`config.mk`:
```
export PLATFORM = sky130hd
export DESIGN_NAME = texture_loader
export DESIGN_NICKNAME = d
export VERILOG_FILES = /design/src/rtl/texture_loader.sv
export SDC_FILE = /design/constraint.sdc
export NUM_CORES = 1
export LEC_CHECK = 0
export CAP_MARGIN = 20
export CELL_PAD_IN_SITES_DETAIL_PLACEMENT = 1
export CELL_PAD_IN_SITES_GLOBAL_PLACEMENT = 1
export CORE_UTILIZATION = 33
export DETAILED_ROUTE_END_ITERATION = 8
export GPL_TIMING_DRIVEN = 0
export HOLD_SLACK_MARGIN = 0.08
export MAX_ROUTING_LAYER = met4
export PLACE_DENSITY_LB_ADDON = 0.1
export SLEW_MARGIN = 20
export SYNTH_ARGS = -nofsm -noshare
export SYNTH_HDL_FRONTEND = slang
export SYNTH_SLANG_ARGS = --single-unit
```
`constraint.sdc`:
```
create_clock -name clk -period 2.1 [get_ports clk]
set_input_delay 0.315 -clock clk [delete_from_list [all_inputs] [get_ports clk]]
set_output_delay 0.315 -clock clk [all_outputs]
set_load 0.05 [all_outputs]
```
`src/rtl/texture_loader.sv`:
```
// texture_loader: write-side front end for the texture memory.
// Takes a load command (base address, word count), then streams texel words
// over valid/ready and drives the memory write port with sequential addresses.
// Optional feature macro: TEXTURE_LOADER_BOUNDS_CHECK_EN rejects commands that
// would run past the end of memory. Without it, addresses wrap at MEM_DEPTH.
module texture_loader #(
  parameter int ADDR_W    = 17,
  parameter int DATA_W    = 32,
  parameter int MEM_DEPTH = 107120
) (
  input  logic              clk,
  input  logic              n_rst,
  input  logic              start,
  input  logic [ADDR_W-1:0] base_addr,
  input  logic [ADDR_W-1:0] word_count,
  input  logic [DATA_W-1:0] in_data,
  input  logic              in_valid,
  output logic              in_ready,
  output logic              we,
  output logic [ADDR_W-1:0] write_address,
  output logic [DATA_W-1:0] data,
  output logic              busy,
  output logic              done,
  output logic              error
);

  typedef enum logic [2:0] {
    S_IDLE  = 3'd0,
    S_LOAD  = 3'd1,
    S_FLUSH = 3'd2,
    S_DONE  = 3'd3,
    S_ERR   = 3'd4
  } state_t;

  localparam logic [ADDR_W-1:0] LAST_ADDR = ADDR_W'(MEM_DEPTH - 1);

  state_t            r_state;
  logic [ADDR_W-1:0] r_cur_addr;
  logic [ADDR_W-1:0] r_remaining;
  logic              r_in_ready;
  logic              r_we;
  logic [ADDR_W-1:0] r_write_address;
  logic [DATA_W-1:0] r_data;
  logic              r_busy;
  logic              r_done;
  logic              r_error;

  logic              w_accept;
  logic [ADDR_W-1:0] w_next_addr;
  logic              w_bounds_err;

`ifdef TEXTURE_LOADER_BOUNDS_CHECK_EN
  localparam bit                BOUNDS_EN = 1'b1;
  localparam logic [ADDR_W:0]   DEPTH_X   = (ADDR_W+1)'(MEM_DEPTH);
  logic [ADDR_W:0] w_end_addr;
  // One extra bit so base+count cannot overflow before the comparison.
  assign w_end_addr   = {1'b0, base_addr} + {1'b0, word_count};
  assign w_bounds_err = (w_end_addr > DEPTH_X) || ({1'b0, base_addr} >= DEPTH_X);
`else
  localparam bit BOUNDS_EN = 1'b0;
  assign w_bounds_err = 1'b0;
`endif

  // in_ready is registered and is high exactly while in LOAD.
  assign w_accept    = in_valid && r_in_ready;
  // Address wraps at the end of physical memory, not at 2^ADDR_W.
  assign w_next_addr = (r_cur_addr == LAST_ADDR) ? '0 : r_cur_addr + 1'b1;

  // Command FSM with all status and write-port outputs registered.
  always_ff @(posedge clk or negedge n_rst) begin
    if (!n_rst) begin
      r_state         <= S_IDLE;
      r_cur_addr      <= '0;
      r_remaining     <= '0;
      r_in_ready      <= 1'b0;
      r_we            <= 1'b0;
      r_write_address <= '0;
      r_data          <= '0;
      r_busy          <= 1'b0;
      r_done          <= 1'b0;
      r_error         <= 1'b0;
    end else begin
      r_we    <= 1'b0;
      r_done  <= 1'b0;
      r_error <= 1'b0;
      case (r_state)
        S_IDLE: begin
          if (start) begin
            r_cur_addr  <= base_addr;
            r_remaining <= word_count;
            r_busy      <= 1'b1;
            if (word_count == '0) begin
              r_state <= S_DONE;
              r_done  <= 1'b1;
            end else if (w_bounds_err) begin
              r_state <= S_ERR;
              r_error <= 1'b1;
            end else begin
              r_state    <= S_LOAD;
              r_in_ready <= 1'b1;
            end
          end
        end
        S_LOAD: begin
          if (w_accept) begin
            r_we            <= 1'b1;
            r_write_address <= r_cur_addr;
            r_data          <= in_data;
            r_cur_addr      <= w_next_addr;
            r_remaining     <= r_remaining - 1'b1;
            if (r_remaining == ADDR_W'(1)) begin
              r_state    <= S_FLUSH;
              r_in_ready <= 1'b0;
            end
          end
        end
        S_FLUSH: begin
          // Last write is on the port this cycle; report completion next.
          r_state <= S_DONE;
          r_done  <= 1'b1;
        end
        S_DONE, S_ERR: begin
          r_state <= S_IDLE;
          r_busy  <= 1'b0;
        end
        default: begin
          r_state    <= S_IDLE;
          r_busy     <= 1'b0;
          r_in_ready <= 1'b0;
        end
      endcase
    end
  end

  assign in_ready      = r_in_ready;
  assign we            = r_we;
  assign write_address = r_write_address;
  assign data          = r_data;
  assign busy          = r_busy;
  assign done          = r_done;
  // ERR is unreachable without the bounds check, so error is a constant 0 there.
  assign error         = BOUNDS_EN ? r_error : 1'b0;

endmodule

```
==> metrics, run 1 <==
status complete, but fails checks; failing checks setup timing; post-synthesis sequential area ratio 0.514; initial antenna violation count 0; clock sink count 89; final period utilization 1.08; minimum clock period 2.27 ns; RSZ-0062 raised after global routing true; cts bufs inserted 9; Setup Viol. Count Final 4; most frequent cells in the layout 121 x clkdlybuf4s50_1, 87 x dfrtp_1, 42 x mux2_2; Register Area 2230 sq um; Max Clock Freq 440 MHz; vias in the first global route 3922; worst slew pin tran 0.568 ns; synthesized area per cell 10.7 sq um; area of the multi-input gates 2080 sq um; post-DR vias/cell 5.16; Syn Nets 482; sw frac 0.466; setup TNS -0.367 ns; buffer depth of the longest clock path 2; Synth Instances 404; drc violations 0; CP Launch Type flop; Detail Route Antenna Nets 0; ant diodes 0; Mapped Area 4330 sq um; IO buf count 122; share of cells above drive strength 1 0.217; Primary FF master, synth dfrtp_1; grt total ovfl 0; CP required 2.33 ns; clk_lat worst skew 0.35 ns; wire per inst 18.5 um; drt initial violations 99; H-tree level count 3; die area 13600 sq um; DRT Pass-1 Iters 4; All-Layer GR Usage 0.210; I/O Pins 124; Final Skew 0.00912 ns; CTS tree done; logic gate share of total power 0.575; Async SR Flop Fraction 1.00; Area Overhead vs Synth 47.5%; CP Max Fanout 2; total wire length 13500 um; Ys Warns 0; detailed-route via count 3762; kind of critical path reg2reg; first-pass GRT wire length 20800 um; Final Net Count 632; hpwl dp 9830 um; Die X 117 um; Max-Slew Margin vs Limit 0.622; element type at the critical path end flop; clock share of power 0.136; Max-Cap Viols 0; Fill cells 1444; Die H 117 um; PD cells 1790 nW/um^2; maximum vdd ir drop 0.765 mV; min-delay worst type in2async; crit path setup slack, layout -0.173 ns; LEAKAGE 2.66 nW; clk slew on worst S/H paths 0.07 ns; CP arrival 2.50 ns; Final Max Tran Viols 0; initial core utilization 0.340; core area 12700 sq um; Seq cells post-synth 89; NetSw 5.34 mW; Yosys cell types 54; largest net degree at the start of global routing 66; Hold Fails Final Rpt 0; most common cell after layout, fill and taps aside clkdlybuf4s50_1; Pwr Total 11.5 mW; GPL Wtd Cong 0.809; cell-internal power 6.12 mW; row count 41; Post-synth EDFFs 0; Root Driver clkbuf_16; power share of the sequential group 0.289
power by group through the flow:
stage	registers, mW	clock network (mW)	logic [mW]
2_1_floorplan	4.88	0	2.36
4_1_cts	3.30	1.61	6.41
5_1_grt	3.42	1.65	7.07
6_report	3.31	1.56	6.59
3_3_place_gp	3.25	0	5.93
3_5_place_dp	3.33	0	6.07
area by class of cell:
class,count,area share
multi-input combinational,272,0.325
sequential,89,0.349
clock buffer,11,0.0364
timing repair buffer,140,0.216
buffer,22,0.0204
tap,172,0.0337
inverter,20,0.0119
clock inverter,3,0.00705
layer usage:
metal | track usage | routed length [um] | share of wire | vias up
met3 | 0.0311 | 561 | 0.042 | 11
met5 | - | 0 | 0 | -
li1 | - | - | - | 1793
met4 | 0.0726 | 180 | 0.013 | 0
met2 | 0.361 | 6850 | 0.51 | 76
met1 | 0.249 | 5880 | 0.44 | 1882
Yosys cell counts (2+ instances only):
cell type / instances / area share
nor4bb_1: 2 / 0.0046
dfrtp_1: 89 / 0.51
a32o_1: 3 / 0.0069
a221oi_1: 2 / 0.0040
o2bb2ai_1: 3 / 0.0061
nor4_1: 7 / 0.010
a21oi_1: 19 / 0.022
a22o_1: 5 / 0.010
a21o_1: 5 / 0.0087
mux2_2: 42 / 0.11
o32a_1: 4 / 0.0092
mux2i_1: 6 / 0.014
o32ai_1: 4 / 0.0081
a22oi_1: 4 / 0.0069
nand2_1: 22 / 0.019
a31oi_1: 4 / 0.0058
o221a_2: 5 / 0.013
ha_1: 8 / 0.023
o22ai_1: 12 / 0.017
and4b_1: 2 / 0.0046
o21ai_0: 29 / 0.034
and3_1: 4 / 0.0058
buf_1: 2 / 0.0017
nor2b_1: 3 / 0.0043
or4_1: 3 / 0.0052
nand3_1: 13 / 0.015
nor3_1: 8 / 0.0092
inv_1: 19 / 0.016
nand4_1: 4 / 0.0058
or3_1: 4 / 0.0058
clkbuf_1: 19 / 0.016
nor2_1: 26 / 0.023
metrics by stage:
| step | hold WS (ns) | cell area, sq um | setup slack, ns | cells | util |
|---|---|---|---|---|---|
| detailed placement | 0.187 | 5800 | -0.647 | 699 | 0.456 |
| finish | 0.421 | 6390 | -0.173 | 729 | 0.502 |
| floorplan | 0.0194 | 4340 | -0.125 | 404 | - |
| CTS | 0.409 | 6270 | -0.240 | 723 | 0.493 |
| global placement | 0.466 | 5770 | -3.21 | 698 | 0.454 |
| global route | 0.439 | 6390 | -0.225 | 729 | 0.502 |
worst max-delay path, stage by stage (launching register included):
cell	delay (ns)
dfrtp_1	0.38
or4_4	0.55
or3_4	0.36
o41a_1	0.36
nor3_2	0.20
mux2_4	0.32
sequential cells by signal, summed over array words and instances (netlist names):
| register | count |
|---|---|
| busy | 1 |
| data | 32 |
| done | 1 |
| in_ready | 1 |
| r_cur_addr | 17 |
| r_remaining | 17 |
| r_state | 2 |
| we | 1 |
| write_address | 17 |
final timing paths:
kind	from	end	slack [ns]	cells after the start
worst min-delay path	n_rst	data[17]$_DFFE_PN0P_	0.42	2
min in group clk	write_address[8]$_DFFE_PN0P_	write_address[8]$_DFFE_PN0P_	0.48	2
max in group asynchronous	n_rst	in_ready$_DFFE_PN0P_	1.05	3
worst max register to register	r_remaining[8]$_DFFE_PN0P_	in_ready$_DFFE_PN0P_	-0.17	5
worst max-delay path	r_remaining[8]$_DFFE_PN0P_	in_ready$_DFFE_PN0P_	-0.17	5
worst min register to register	write_address[8]$_DFFE_PN0P_	write_address[8]$_DFFE_PN0P_	0.48	2
cell families after synthesis:
| group | after synthesis | synth area share |
|---|---|---|
| buf+inv | 43 | 0.0384 |
| compound gates | 107 | 0.167 |
| simple gates | 107 | 0.130 |
| fa+ha+maj | 8 | 0.0231 |
| mux | 49 | 0.126 |
| other cells | 1 | 0.000866 |
| flops | 89 | 0.514 |
timing repair:
item                                   4_1_cts  5_1_grt
gates resized for setup                     34       29
endpoints found under the hold margin       24        0
hold buffers                                 1        0
pin swaps                                    4        8
setup endpoints to repair                   57       53
setup buffers                               10        6
No activity file was read; power rests on OpenSTA's default activity.
==> run 2: changes to the inputs <==
- CAP_MARGIN: 20 -> default
- CORE_UTILIZATION: 33 -> 34
- CTS_BUF_LIST: default -> sky130_fd_sc_hd__clkbuf_8
- SETUP_SLACK_MARGIN: default -> 0.15
==> run 2 against run 1 <==
Compared with the run above: the flow still finishes with violations (setup timing); first-iteration DRC count is 64% higher; worst setup slack got worse by 0.011 ns; count of clock-buffer cells in the layout increased by 2; critical path depth is 1 higher; clock power decreased by 17%; critical endpoint unchanged.
==> metrics, run 2 (synthesized netlist as in run 1, its figures left out) <==
LEAKAGE 2.81 nW (+5.7%); drc violations 0 (unchanged); IO buf count 122 (unchanged); sw frac 0.466 (+0.000669); CP max stage cell dfrtp_1; final instance area 6690 sq um (+4.8%); post-DR vias/cell 5.32 (+3.0%); CTS tree done; largest net degree at the start of global routing 47 (-29%); most common cell after layout, fill and taps aside clkdlybuf4s50_1; status complete, but fails checks; post-placement cell count 695 (-0.57%); clk_lat worst skew 0.38 ns (+0.03 ns); GPL Wtd Cong 0.828 (+2.3%); Final Max Tran Viols 0 (unchanged); element type at the critical path end flop; worst slew pin tran 0.564 ns (-0.00350 ns); Final Non-Filler Cells 746 (+2.3%); kind of critical path reg2reg; vias in the first global route 4121 (+5.1%); PD cells 1770 nW/um^2 (-1.2%); Area Overhead vs Synth 54.6%; Max stage delay on crit path 0.43 ns (-0.12 ns); Placed Area 5800 sq um (about the same); I/O Pins 124 (unchanged); hold slack final 0.432 ns (+0.0100 ns); Final Skew 0.0111 ns (+0.00198 ns); Fill cells 1355 (-6.2%); Cell Chain, Critical Path or3_1, clkbuf_8, or3_4, o41a_1, nor3_2, mux2_4; Register-to-Register Path Depth 6 (+1); reg2reg start r_remaining[5]$_DFFE_PN0P_; H-tree level count 3 (unchanged); initial core utilization 0.355 (+0.0142); CP required 2.37 ns (+0.04 ns); die area 13200 sq um (-2.9%); final period utilization 1.09 (+0.00541); buffer depth of the longest clock path 2 (unchanged); initial antenna violation count 0 (unchanged); ant diodes 0 (unchanged); first-pass GRT wire length 21400 um (+3.0%); drt initial violations 162 (+64%); total wire length 13800 um (+2.4%); Max Clock Freq 438 MHz (-0.50%); RSZ-0062 raised after global routing true; Final Net Count 652 (+3.2%); area of the multi-input gates 2220 sq um (+6.8%); Hold Fails Final Rpt 0 (unchanged); core area 12200 sq um (-4.0%); Die X 115 um (-1.5%); power share of the sequential group 0.279 (-0.010); CP Launch Type flop; crit path setup slack, layout -0.184 ns (-0.0114 ns); maximum vdd ir drop 0.781 mV (+2.0%); logic gate share of total power 0.612 (+0.037); clock share of power 0.109 (-0.027); Max-Cap Viols 0 (unchanged); Root Driver clkbuf_8; Pwr Total 11.9 mW (+3.5%); Max-Slew Margin vs Limit 0.624 (+0.00233); min-delay worst type in2async; CP arrival 2.56 ns (+0.06 ns); CP Max Fanout 2 (unchanged); Die H 115 um (-1.5%); max reg flops 32 (unchanged); clock sink count 89 (unchanged); All-Layer GR Usage 0.219 (+0.00906); hpwl dp 9590 um (-2.5%); Reg2Reg Setup Slack -0.18 ns (about the same); most frequent cells in the layout 121 x clkdlybuf4s50_1, 83 x dfrtp_1, 42 x mux2_2; minimum clock period 2.28 ns (+0.0114 ns); setup TNS -0.454 ns (-0.0877 ns); detailed-route via count 3966 (+5.4%); worst reg2reg path endpoint in_ready$_DFFE_PN0P_; failing checks setup timing; cts bufs inserted 9 (unchanged); NetSw 5.53 mW (+3.7%); DRT Pass-1 Iters 4 (unchanged); cell-internal power 6.33 mW (+3.4%); Setup Viol. Count Final 3 (-1); wire per inst 18.5 um (about the same); grt total ovfl 0 (unchanged); share of cells above drive strength 1 0.289 (+0.0717); Detail Route Antenna Nets 0 (unchanged); clk slew on worst S/H paths 0.09 ns (+0.02 ns); Register Area 2230 sq um (+0.22%); row count 40 (-2.4%)
## run 2: changes by cell type in the layout (fill, tap and decap cells not counted), moves of 4 or more
cell | previous run | this run
dfrtp_2 | 2 | 6
clkbuf_8 | 0 | 16
o21ai_0 | 28 | 23
clkbuf_1 | 6 | 2
dfrtp_1 | 87 | 83
buf_4 | 18 | 34
clkbuf_16 | 9 | 1
buf_6 | 1 | 5
o21ai_1 | 0 | 5
## run 2: worst max-delay path by stage
| stage | from | end | slack [ns] |
|---|---|---|---|
| final | r_remaining[5]$_DFFE_PN0P_ | in_ready$_DFFE_PN0P_ | -0.18 |
| after global routing | r_remaining[4]$_DFFE_PN0P_ | in_ready$_DFFE_PN0P_ | -0.23 |
| after CTS | r_remaining[5]$_DFFE_PN0P_ | in_ready$_DFFE_PN0P_ | -0.26 |
| after detailed placement | r_state[1]$_DFFE_PN0P_ | r_remaining[12]$_DFFE_PN0P_ | -0.75 |
| after global placement | n_rst | in_ready$_DFFE_PN0P_ | -3.15 |
| after floorplan | r_remaining[10]$_DFFE_PN0P_ | in_ready$_DFFE_PN0P_ | -0.13 |
## run 2: what timing repair did
item,4_1_cts,5_1_grt
setup endpoints to repair,87,72
hold buffers,1,0
gates resized for setup,57,62
pin swaps,7,21
endpoints found under the hold margin,43,0
setup buffers,18,16
cloned,0,1
## run 2: power by group through the flow
stage          clock network (mW)  registers [mW]  logic, mW
2_1_floorplan                   0            4.88       2.37
4_1_cts                      1.32            3.26       6.69
3_5_place_dp                    0            3.31       6.07
6_report                     1.30            3.31       7.26
5_1_grt                      1.39            3.43       7.73
3_3_place_gp                    0            3.26       5.93
## run 2: routing by layer
metal  global-route usage  wire, um  vias up  part of all wire
met2                0.381      7220      100              0.52
met3               0.0327       520       17             0.038
met5                    -         0        -                 0
met4               0.0745       214        0             0.016
met1                0.257      5840     2015              0.42
li1                     -         -     1834                 -
## run 2: worst max-delay path, delay by kind of cell (launching register included)
family	cells	cell delay [ns]
AND/OR/NAND/NOR	3	0.91
buffers and inverters	1	0.14
multiplexers	1	0.32
flip-flops	1	0.43
AO/OA/AOI/OAI	1	0.36
## run 2: stage by stage
stage          setup slack, ns   util
3_3_place_gp             -3.15  0.473
2_1_floorplan           -0.125      -
3_5_place_dp            -0.746  0.475
5_1_grt                 -0.234  0.548
6_report                -0.184  0.548
4_1_cts                 -0.255  0.521
## run 2: layout make-up
type,count,share of cell area
Buffer,23,0.0279
Clock buffer,13,0.0267
Clock inverter,2,0.00523
Inverter,20,0.0114
Multi-Input combinational cell,272,0.332
Sequential cell,89,0.334
Tap cell,168,0.0314
Timing Repair Buffer,159,0.232
==> run 3: changes to the inputs <==
- PLACE_DENSITY: default -> 0.82
- PLACE_DENSITY_LB_ADDON: 0.1 -> default
==> run 3 against run 2 <==
Compared with the run above: the flow still finishes with violations (setup timing); via count increased by 2.3%; final cell count decreased by 0.40%; core utilization decreased by 1.2 points; fmax decreased by 0.46%; worst setup slack got worse by 0.011 ns; clock power decreased by 12%; flip-flop and latch count unchanged; die area unchanged; first-iteration DRC count increased by 3.7%; critical path depth decreased by 1; design area decreased by 2.3%; critical path type unchanged; largest cell class unchanged; highest routed layer unchanged.
==> metrics, run 3 (synthesized netlist as in run 1, its figures left out) <==
NetSw 5.68 mW (+2.7%); Die H 115 um (unchanged); maximum vdd ir drop 0.649 mV (-17%); CP Max Fanout 2 (unchanged); CP required 2.37 ns (about the same); vias in the first global route 4347 (+5.5%); most frequent cells in the layout 121 x clkdlybuf4s50_1, 82 x dfrtp_1, 42 x mux2_2; Root Driver clkbuf_8; RSZ-0062 raised after global routing true; All-Layer GR Usage 0.231 (+0.0122); met2 usage 0.403 (+0.0221); CP arrival 2.56 ns (about the same); failing checks setup timing; kind of critical path reg2reg; LEAKAGE 2.74 nW (-2.8%); Final Util 0.536 (-0.0124); Final Net Count 648 (-0.61%); logic gate share of total power 0.614 (+0.002); hpwl dp 10300 um (+7.1%); CP max stage cell or4_4; CP Launch Type flop; clk_lat worst skew 0.38 ns (about the same); hold slack final 0.497 ns (+0.0656 ns); GR Layer Usage met1 0.256 (-0.000825); setup TNS -0.481 ns (-0.0264 ns); power share of the sequential group 0.287 (+0.008); Die X 115 um (unchanged); Setup Viol. Count Final 5 (+2); met3 Usage GRT 0.0395 (+0.00685); clk slew on worst S/H paths 0.10 ns (about the same); first-pass GRT wire length 22500 um (+5.3%); Max-Slew Margin vs Limit 0.606 (-0.0179); Register Area 2240 sq um (about the same); final instance area 6540 sq um (-2.3%); minimum clock period 2.29 ns (+0.0105 ns); total wire length 15000 um (+8.6%); Final Non-Filler Cells 743 (-0.40%); die area 13200 sq um (unchanged); I/O Pins 124 (unchanged); ant diodes 0 (unchanged); Hold Fails Final Rpt 0 (unchanged); drc violations 0 (unchanged); min-delay worst type in2async; PD cells 1780 nW/um^2 (+0.31%); area of the multi-input gates 2170 sq um (-2.2%); most common cell after layout, fill and taps aside clkdlybuf4s50_1; worst slew pin tran 0.591 ns (+0.0269 ns); drt initial violations 168 (+3.7%); clock sink count 89 (unchanged); final period utilization 1.09 (+0.00500); status complete, but fails checks; IO buf count 122 (unchanged); GPL Wtd Cong 0.880 (+6.3%); post-DR vias/cell 5.46 (+2.8%); Final Max Tran Viols 0 (unchanged); cell-internal power 5.95 mW (-6.0%); buffer depth of the longest clock path 2 (unchanged); detailed-route via count 4059 (+2.3%); DRT Pass-1 Iters 4 (unchanged); grt total ovfl 0 (unchanged); H-tree level count 3 (unchanged); sw frac 0.489 (+0.0221); core area 12200 sq um (unchanged); cts bufs inserted 9 (unchanged); Final Skew 0.0133 ns (+0.00221 ns); max reg flops 32 (unchanged); Max-Cap Viols 0 (unchanged); initial antenna violation count 0 (unchanged); CTS tree done; largest net degree at the start of global routing 50 (+6.4%); wire per inst 20.2 um (+9.1%); Max stage delay on crit path 0.55 ns (+0.12 ns); Placed Area 5800 sq um (about the same); initial core utilization 0.355 (unchanged); Max Clock Freq 436 MHz (-0.46%); post-placement cell count 695 (unchanged); element type at the critical path end flop; Cell Chain, Critical Path or4_4, or3_4, o41a_1, nor3_2, mux2_4; clock share of power 0.099 (-0.010); share of cells above drive strength 1 0.280 (-0.00893); Detail Route Antenna Nets 0 (unchanged); GR peak layer met2; Fill cells 1347 (-0.59%); row count 40 (unchanged); Area Overhead vs Synth 51.1%; crit path setup slack, layout -0.195 ns (-0.0105 ns); Reg2Reg Setup Slack -0.19 ns (about the same)
==> run 3: metrics by stage <==
step	power (mW)	worst slack, ns
finish	11.6	-0.195
global route	12.3	-0.253
CTS	11.2	-0.194
detailed placement	9.40	-0.691
global placement	9.10	-2.91
floorplan	7.25	-0.125
==> run 3: critical path, delay by kind of cell (launching register included) <==
| kind | cells | cell delay (ns) |
|---|---|---|
| simple gates | 3 | 1.10 |
| mux | 1 | 0.32 |
| flops | 1 | 0.40 |
| compound gates | 1 | 0.36 |
==> run 3: power by group through the flow <==
stage | logic (mW) | clock network (mW) | registers (mW)
floorplan | 2.37 | 0 | 4.88
global placement | 5.87 | 0 | 3.23
detailed placement | 6.08 | 0 | 3.33
CTS | 6.76 | 1.17 | 3.28
global route | 7.57 | 1.25 | 3.44
finish | 7.14 | 1.15 | 3.34
==> run 3: what timing repair did <==
item | 4_1_cts | 5_1_grt
hold buffers | 1 | 0
setup endpoints to repair | 61 | 41
pin swaps | 7 | 7
gates resized for setup | 66 | 37
hold endpoints to repair | 40 | 0
setup buffers | 20 | 11
==> run 3: metal layers <==
metal / share of wire / vias to the layer above
met3: 0.074 / 30
met4: 0.026 / 0
met2: 0.52 / 164
li1: - / 1826
met1: 0.38 / 2039
met5: 0 / -
==> run 3: worst paths after layout <==
check                                             startpoint                      endpoint  depth (start not counted)
worst max-delay path              r_remaining[7]$_DFFE_PN0P_          in_ready$_DFFE_PN0P_                          5
worst min-delay path                                   n_rst          data[16]$_DFFE_PN0P_                          2
worst max register to register    r_remaining[7]$_DFFE_PN0P_          in_ready$_DFFE_PN0P_                          5
worst min register to register  write_address[8]$_DFFE_PN0P_  write_address[8]$_DFFE_PN0P_                          2
max in group asynchronous                              n_rst        r_state[0]$_DFFE_PN0P_                          3
min in group clk                write_address[8]$_DFFE_PN0P_  write_address[8]$_DFFE_PN0P_                          2
==> run 3: cell type report <==
| class | count | area share |
|---|---|---|
| plain buffers | 23 | 0.0233 |
| clock buffers | 9 | 0.0189 |
| clock inverters | 7 | 0.00918 |
| inverters | 20 | 0.0122 |
| multi-input cells | 272 | 0.332 |
| flip-flops and latches | 89 | 0.342 |
| well taps | 168 | 0.0321 |
| repair buffers | 155 | 0.230 |
